$ cat config.mk
export PLATFORM = sky130hd
export DESIGN_NAME = pyjamask96_arbiter
export DESIGN_NICKNAME = d
export VERILOG_FILES = /design/src/rtl/pyjamask96_pkg.sv /design/src/rtl/pyjamask96_rr2.sv /design/src/rtl/pyjamask96_arbiter.sv
export SDC_FILE = /design/constraint.sdc
export NUM_CORES = 1
export LEC_CHECK = 0
export BUFFER_PORTS_ARGS = -buffer_cell sky130_fd_sc_hd__buf_2
export CELL_PAD_IN_SITES_DETAIL_PLACEMENT = 2
export CELL_PAD_IN_SITES_GLOBAL_PLACEMENT = 2
export CORE_MARGIN = 3
export CORE_UTILIZATION = 27
export CTS_CLUSTER_DIAMETER = 200
export DETAILED_ROUTE_END_ITERATION = 6
export HOLD_SLACK_MARGIN = 0.08
export PLACE_DENSITY_LB_ADDON = 0.1
export SLEW_MARGIN = 40
export SYNTH_ARGS = -nofsm -noshare
export SYNTH_HDL_FRONTEND = slang
export SYNTH_SLANG_ARGS = --single-unit
$ cat constraint.sdc
create_clock -name clk -period 11.41 [get_ports clk]
set_input_delay 2.282 -clock clk [delete_from_list [all_inputs] [get_ports clk]]
set_output_delay 2.282 -clock clk [all_outputs]
set_load 0.05 [all_outputs]
$ cat src/rtl/pyjamask96_pkg.sv
// ============================================================================
// pyjamask96_pkg : shared byte counts, FSM encoding and watchdog default
// Rev 1.0
// ============================================================================
`default_nettype none

package pyjamask96_pkg;

  localparam int PT_BYTES           = 12;
  localparam int KEY_BYTES          = 16;
  localparam int CT_BYTES           = 12;
  localparam int DEF_TIMEOUT_CYCLES = 64;

  typedef enum logic [2:0] {
    ST_IDLE    = 3'd0,
    ST_LOAD    = 3'd1,
    ST_START   = 3'd2,
    ST_WAIT    = 3'd3,
    ST_COLLECT = 3'd4,
    ST_RESP    = 3'd5
  } state_t;

endpackage

`default_nettype wire

$ cat src/rtl/pyjamask96_rr2.sv
// ============================================================================
// pyjamask96_rr2 : two-way round-robin picker, combinational grant
// Rev 1.0
// ============================================================================
`default_nettype none

module pyjamask96_rr2
  import pyjamask96_pkg::*;
(
  input  logic [1:0] i_req,
  input  logic       i_ptr,
  output logic       o_any,
  output logic       o_id
);

  // i_ptr names the favoured requester, i.e. the complement of the last grant
  always_comb begin
    o_any = |i_req;
    o_id  = 1'b0;
    if (&i_req) begin
      o_id = i_ptr;
    end else if (i_req[1]) begin
      o_id = 1'b1;
    end
  end

endmodule

`default_nettype wire

$ cat src/rtl/pyjamask96_arbiter.sv
// ============================================================================
// pyjamask96_arbiter : shares one byte-serial pyjamask96 core between two
// requesters; optional core watchdog enabled by PYJ_ARB_TIMEOUT_EN. Rev 1.0
// ============================================================================
`default_nettype none

module pyjamask96_arbiter
  import pyjamask96_pkg::*;
#(
  parameter int NREQ           = 2,
  parameter int TIMEOUT_CYCLES = DEF_TIMEOUT_CYCLES
) (
  input  logic            clk,
  input  logic            reset,
  input  logic [NREQ-1:0] req_valid,
  output logic [NREQ-1:0] req_ready,
  input  logic [95:0]     req_pt0,
  input  logic [95:0]     req_pt1,
  input  logic [127:0]    req_key0,
  input  logic [127:0]    req_key1,
  output logic [NREQ-1:0] rsp_valid,
  input  logic [NREQ-1:0] rsp_ready,
  output logic [95:0]     rsp_ct,
  output logic            rsp_err,
  output logic            core_load,
  output logic            core_start,
  output logic [7:0]      core_byte_in,
  output logic [7:0]      core_key_in,
  input  logic            core_valid,
  input  logic [7:0]      core_byte_out,
  output logic            core_reset_n
);

  state_t         r_state;
  state_t         w_next;
  logic           w_accept;
  logic           w_any;
  logic           w_id;
  logic           r_ptr;
  logic           r_gnt;
  logic [3:0]     r_bcnt;
  logic [3:0]     r_ocnt;
  logic [95:0]    r_pt;
  logic [127:0]   r_key;
  logic [95:0]    r_ct;

`ifdef PYJ_ARB_TIMEOUT_EN
  logic           w_timeout;
  logic [15:0]    r_wcnt;
  logic           r_err;
  logic           r_core_pulse;
`else
  logic           w_unused_timeout;
  assign w_unused_timeout = (TIMEOUT_CYCLES != 0);
`endif

  pyjamask96_rr2 u_rr2 (
    .i_req (req_valid),
    .i_ptr (r_ptr),
    .o_any (w_any),
    .o_id  (w_id)
  );

  always_ff @(posedge clk or posedge reset) begin
    if (reset) begin
      r_state <= ST_IDLE;
    end else begin
      r_state <= w_next;
    end
  end

  always_comb begin
    w_next       = r_state;
    w_accept     = 1'b0;
    req_ready    = '0;
    rsp_valid    = '0;
    rsp_ct       = '0;
    rsp_err      = 1'b0;
    core_load    = 1'b0;
    core_start   = 1'b0;
    core_byte_in = 8'h00;
    core_key_in  = 8'h00;
`ifdef PYJ_ARB_TIMEOUT_EN
    w_timeout    = 1'b0;
`endif
    case (r_state)
      ST_IDLE: begin
        if (w_any && !reset) begin
          w_accept        = 1'b1;
          req_ready[w_id] = 1'b1;
          w_next          = ST_LOAD;
        end
      end
      ST_LOAD: begin
        core_load    = (r_bcnt == 4'd0);
        core_key_in  = r_key[127:120];
        core_byte_in = (r_bcnt < 4'(PT_BYTES)) ? r_pt[95:88] : 8'h00;
        if (r_bcnt == 4'(KEY_BYTES - 1)) begin
          w_next = ST_START;
        end
      end
      ST_START: begin
        core_start = 1'b1;
        w_next     = ST_WAIT;
      end
      ST_WAIT: begin
        if (core_valid) begin
          w_next = ST_COLLECT;
        end
`ifdef PYJ_ARB_TIMEOUT_EN
        else if (r_wcnt >= 16'(TIMEOUT_CYCLES - 1)) begin
          w_timeout = 1'b1;
          w_next    = ST_RESP;
        end
`endif
      end
      ST_COLLECT: begin
        if (core_valid && (r_ocnt == 4'(CT_BYTES - 1))) begin
          w_next = ST_RESP;
        end
      end
      ST_RESP: begin
        rsp_valid[r_gnt] = 1'b1;
        rsp_ct           = r_ct;
`ifdef PYJ_ARB_TIMEOUT_EN
        rsp_err          = r_err;
`endif
        if (rsp_ready[r_gnt]) begin
          w_next = ST_IDLE;
        end
      end
      default: w_next = ST_IDLE;
    endcase
  end

  // Operands shift out MSB byte first; result fills LSB byte first
  always_ff @(posedge clk or posedge reset) begin
    if (reset) begin
      r_ptr  <= 1'b0;
      r_gnt  <= 1'b0;
      r_bcnt <= 4'd0;
      r_ocnt <= 4'd0;
      r_pt   <= '0;
      r_key  <= '0;
      r_ct   <= '0;
    end else begin
      case (r_state)
        ST_IDLE: begin
          if (w_accept) begin
            r_gnt  <= w_id;
            r_pt   <= w_id ? req_pt1 : req_pt0;
            r_key  <= w_id ? req_key1 : req_key0;
            r_bcnt <= 4'd0;
            r_ocnt <= 4'd0;
            r_ct   <= '0;
          end
        end
        ST_LOAD: begin
          r_bcnt <= r_bcnt + 4'd1;
          r_pt   <= {r_pt[87:0], 8'h00};
          r_key  <= {r_key[119:0], 8'h00};
        end
        ST_WAIT: begin
          if (core_valid) begin
            r_ct[7:0] <= core_byte_out;
            r_ocnt    <= 4'd1;
          end
        end
        ST_COLLECT: begin
          if (core_valid) begin
            r_ct[{r_ocnt, 3'b000} +: 8] <= core_byte_out;
            r_ocnt                      <= r_ocnt + 4'd1;
          end
        end
        ST_RESP: begin
          if (rsp_ready[r_gnt]) begin
            r_ptr <= ~r_gnt;
          end
        end
        default: ;
      endcase
    end
  end

`ifdef PYJ_ARB_TIMEOUT_EN
  always_ff @(posedge clk or posedge reset) begin
    if (reset) begin
      r_wcnt       <= 16'd0;
      r_err        <= 1'b0;
      r_core_pulse <= 1'b0;
    end else begin
      r_core_pulse <= 1'b0;
      if (w_accept) begin
        r_err <= 1'b0;
      end
      if (r_state == ST_START) begin
        r_wcnt <= 16'd0;
      end else if (r_state == ST_WAIT && r_wcnt != 16'hFFFF) begin
        r_wcnt <= r_wcnt + 16'd1;
      end
      if (w_timeout) begin
        r_err        <= 1'b1;
        r_core_pulse <= 1'b1;
      end
    end
  end

  assign core_reset_n = ~reset & ~r_core_pulse;
`else
  assign core_reset_n = ~reset;
`endif

endmodule

`default_nettype wire

==> results.toml <==
[run_status]
outcome = "finished with violations"
violations = "DRC"

[timing]
setup_tns_ns = 0
rsz0062_at_grt = "false"
finalCritPeriodShare = 0.506
clock_skew_ns = 0.0245
max_freq_ghz = 0.173
relSlewSlack = 0.351
finalCriticalPeriod_ns = 5.78
setup_violations = 0
tightest_slew_ns = 0.973
holdWs_ns = 0.466
slew_viol_final = 0
hold_viol = 0

[logic_synthesis]
synthTopCellsByArea = "dfrtp_1 (52%), a222oi_1 (13%), nand2_1 (10%)"
yosysTopAreaCellShare = 0.517
synth_top_area_cell = "dfrtp_1"
syn_avg_cell_area_um2 = 10.3
synth-edff-count = 0
syn_area_um2 = 16100
async_flop_share = 1.00
ys_types = 65
ys_seq_area_frac = 0.517
syn_nets = 2040
synthCells = 1571
synth-seq-cells = 333
yosysWarnings = 0
synth_flop_cell = "dfrtp_1"

[run]
drv_cap = 0

[clock_network]
cts-buffers-inserted = 41
cts_tree = "yes"
cts.path.max_buffers = 3
root_buffer = "clkbuf_16"
cts_resized = 0
cts_num_sinks = 333
cts_setup_buffers = 0
h-tree-depth = 2
cts_hold_buf = 0
cts.reportedPaths.clkPinSlew_ns = 0.06
clk_latency_ns = 0.57

[floorplan]
die-area_um2 = 62700
die_w_um = 250
core_um2 = 58400
die_h_um = 250
rows = 88
start_util = 0.276
io-pin-count = 583

[critical_path]
r2r_start = "r_state[0]$_DFFE_PP0P_"
r2r-end = "r_key[126]$_DFFE_PP0P_"
ff2ff_path_depth = 7
end_kind = "primary output"
setup.worst_path.class = "in -> out"
r2r_slack_ns = 7.57
critPathArrivalTime_ns = 3.50
worstPathRequired_ns = 9.13
crit_fanout = 3
cp-start-kind = "primary input"

[drt]
first_iter_violations = 1556
drcViolationCount = 25
wl_per_cell_um = 26.4
detail-route-antenna-nets = 0
num_vias = 15700
vias_per_cell = 5.43
wirelength_um = 76200
firstDrtPassIters = 7

[worst_hold_path]
hold_path_end = "r_pt[18]$_DFFE_PP0P_"
hold_path.startpoint = "r_pt[10]$_DFFE_PP0P_"
hold_depth = 2
hp-class = "reg -> reg"

[pwr]
power_density_nw_per_um2 = 230
power_mw = 4.85
vdd_drop_max_mv = 0.101
p_leak_nw = 10.9

[grt]
antenna_found_initial = 24
grt_pass1_wl_um = 113000
track_usage = 0.234
first_global_vias = 17000
overflow = 0
grt_max_degree = 154

[placed_design]
dpl.hpwl_um = 55200
place_congestion = 0.853
port_buffers = 581

[layout]
final_cell_mix = "buf_2 (581), nand2_1 (431), dfrtp_1 (333)"
fillers = 6456
layout_commonest_cell = "buf_2"
fin_nets = 2545
utilization = 0.361
area_growth_syn_to_layout_pct = 30.6
drive_above_1_share = 0.346
-- registers in the layout, indices dropped and copies added (netlist names) --
| register | count |
|---|---|
| r_bcnt | 4 |
| r_ct | 96 |
| r_gnt | 1 |
| r_key | 128 |
| r_ocnt | 4 |
| r_pt | 96 |
| r_ptr | 1 |
| r_state | 3 |
-- worst max-delay path by stage --
stage	startpoint	end	slack (ns)	depth (start not counted)
2_1_floorplan	reset	core_reset_n	2.69	1
3_3_place_gp	reset	r_key[124]$_DFFE_PP0P_	5.46	8
3_5_place_dp	req_valid[0]	req_ready[1]	5.56	4
4_1_cts	req_valid[0]	req_ready[1]	5.55	4
5_1_grt	reset	req_ready[0]	5.55	4
6_report	req_valid[0]	req_ready[1]	5.63	4
-- power breakdown --
| part | switching [mW] | internal [mW] | total [mW] |
|---|---|---|---|
| combinational | 1.07 | 0.556 | 1.62 |
| sequential | 0.265 | 1.59 | 1.86 |
| clock | 0.537 | 0.834 | 1.37 |
-- cells by family (layout without fill, tap and decap cells) --
family	count (synthesis)	in the layout	share of synthesized area
buffers and inverters	170	706	0.0533
DFF	333	333	0.517
xor gates and xnor gates	3	3	0.00163
AOI/OAI and AO/OA	323	323	0.184
and+or+nand+nor	669	669	0.196
adders and majority gates	6	6	0.00465
muxes	66	66	0.0435
other	1	15	0.000232
-- through the flow --
stage          cell area (um2)  setup slack (ns)  instances
6_report                 21100              5.63       2886
4_1_cts                  21000              5.55       2871
2_1_floorplan            16100              2.69       1571
5_1_grt                  21100              5.55       2885
3_3_place_gp             19500              5.46       2792
3_5_place_dp             19600              5.56       2797
-- metal layers --
layer,GRT usage,part of all wire,up-vias
met5,0,0.0016,-
met4,0.0760,0.026,20
met3,0.0551,0.063,109
met2,0.394,0.49,525
met1,0.298,0.42,8125
li1,-,-,6891
-- synthesized netlist by cell type (all sizes together), types with 2 or more instances --
cell	instances
nor2b	2
mux2	33
dfrtp	333
nor3	7
and2	116
nor4	29
a31oi	8
o211a	9
nand3	24
a22o	41
and4bb	3
a222oi	207
xor2	3
buf	94
or2	4
o21ai	23
nor2	11
a21o	4
inv	25
nand4	12
o21bai	2
nand2b	3
nor4b	3
mux2i	33
or3b	2
a211oi	2
and3	10
or3	3
nor3b	3
a31o	8
o31ai	2
clkbuf	51
nand2	432
a21oi	9
ha	6
a22oi	2
-- layout make-up --
class / count / area [um2] / share of cell area
Antenna cell: 14 / 35.0 / 0.00166
Clock buffer: 67 / 1250 / 0.0592
Clock inverter: 7 / 139 / 0.00659
Inverter: 25 / 97.6 / 0.00463
Multi-Input combinational cell: 1068 / 7020 / 0.333
Sequential cell: 333 / 8330 / 0.396
Tap cell: 765 / 957 / 0.0454
Timing Repair Buffer: 607 / 3240 / 0.154
-- worst max-delay path, cell delays in order --
cell and delay [ns]:
buf_2 0.12, nand2b_1 0.17, nor4b_4 0.55, buf_2 0.38
No activity file was read; power rests on OpenSTA's default activity.
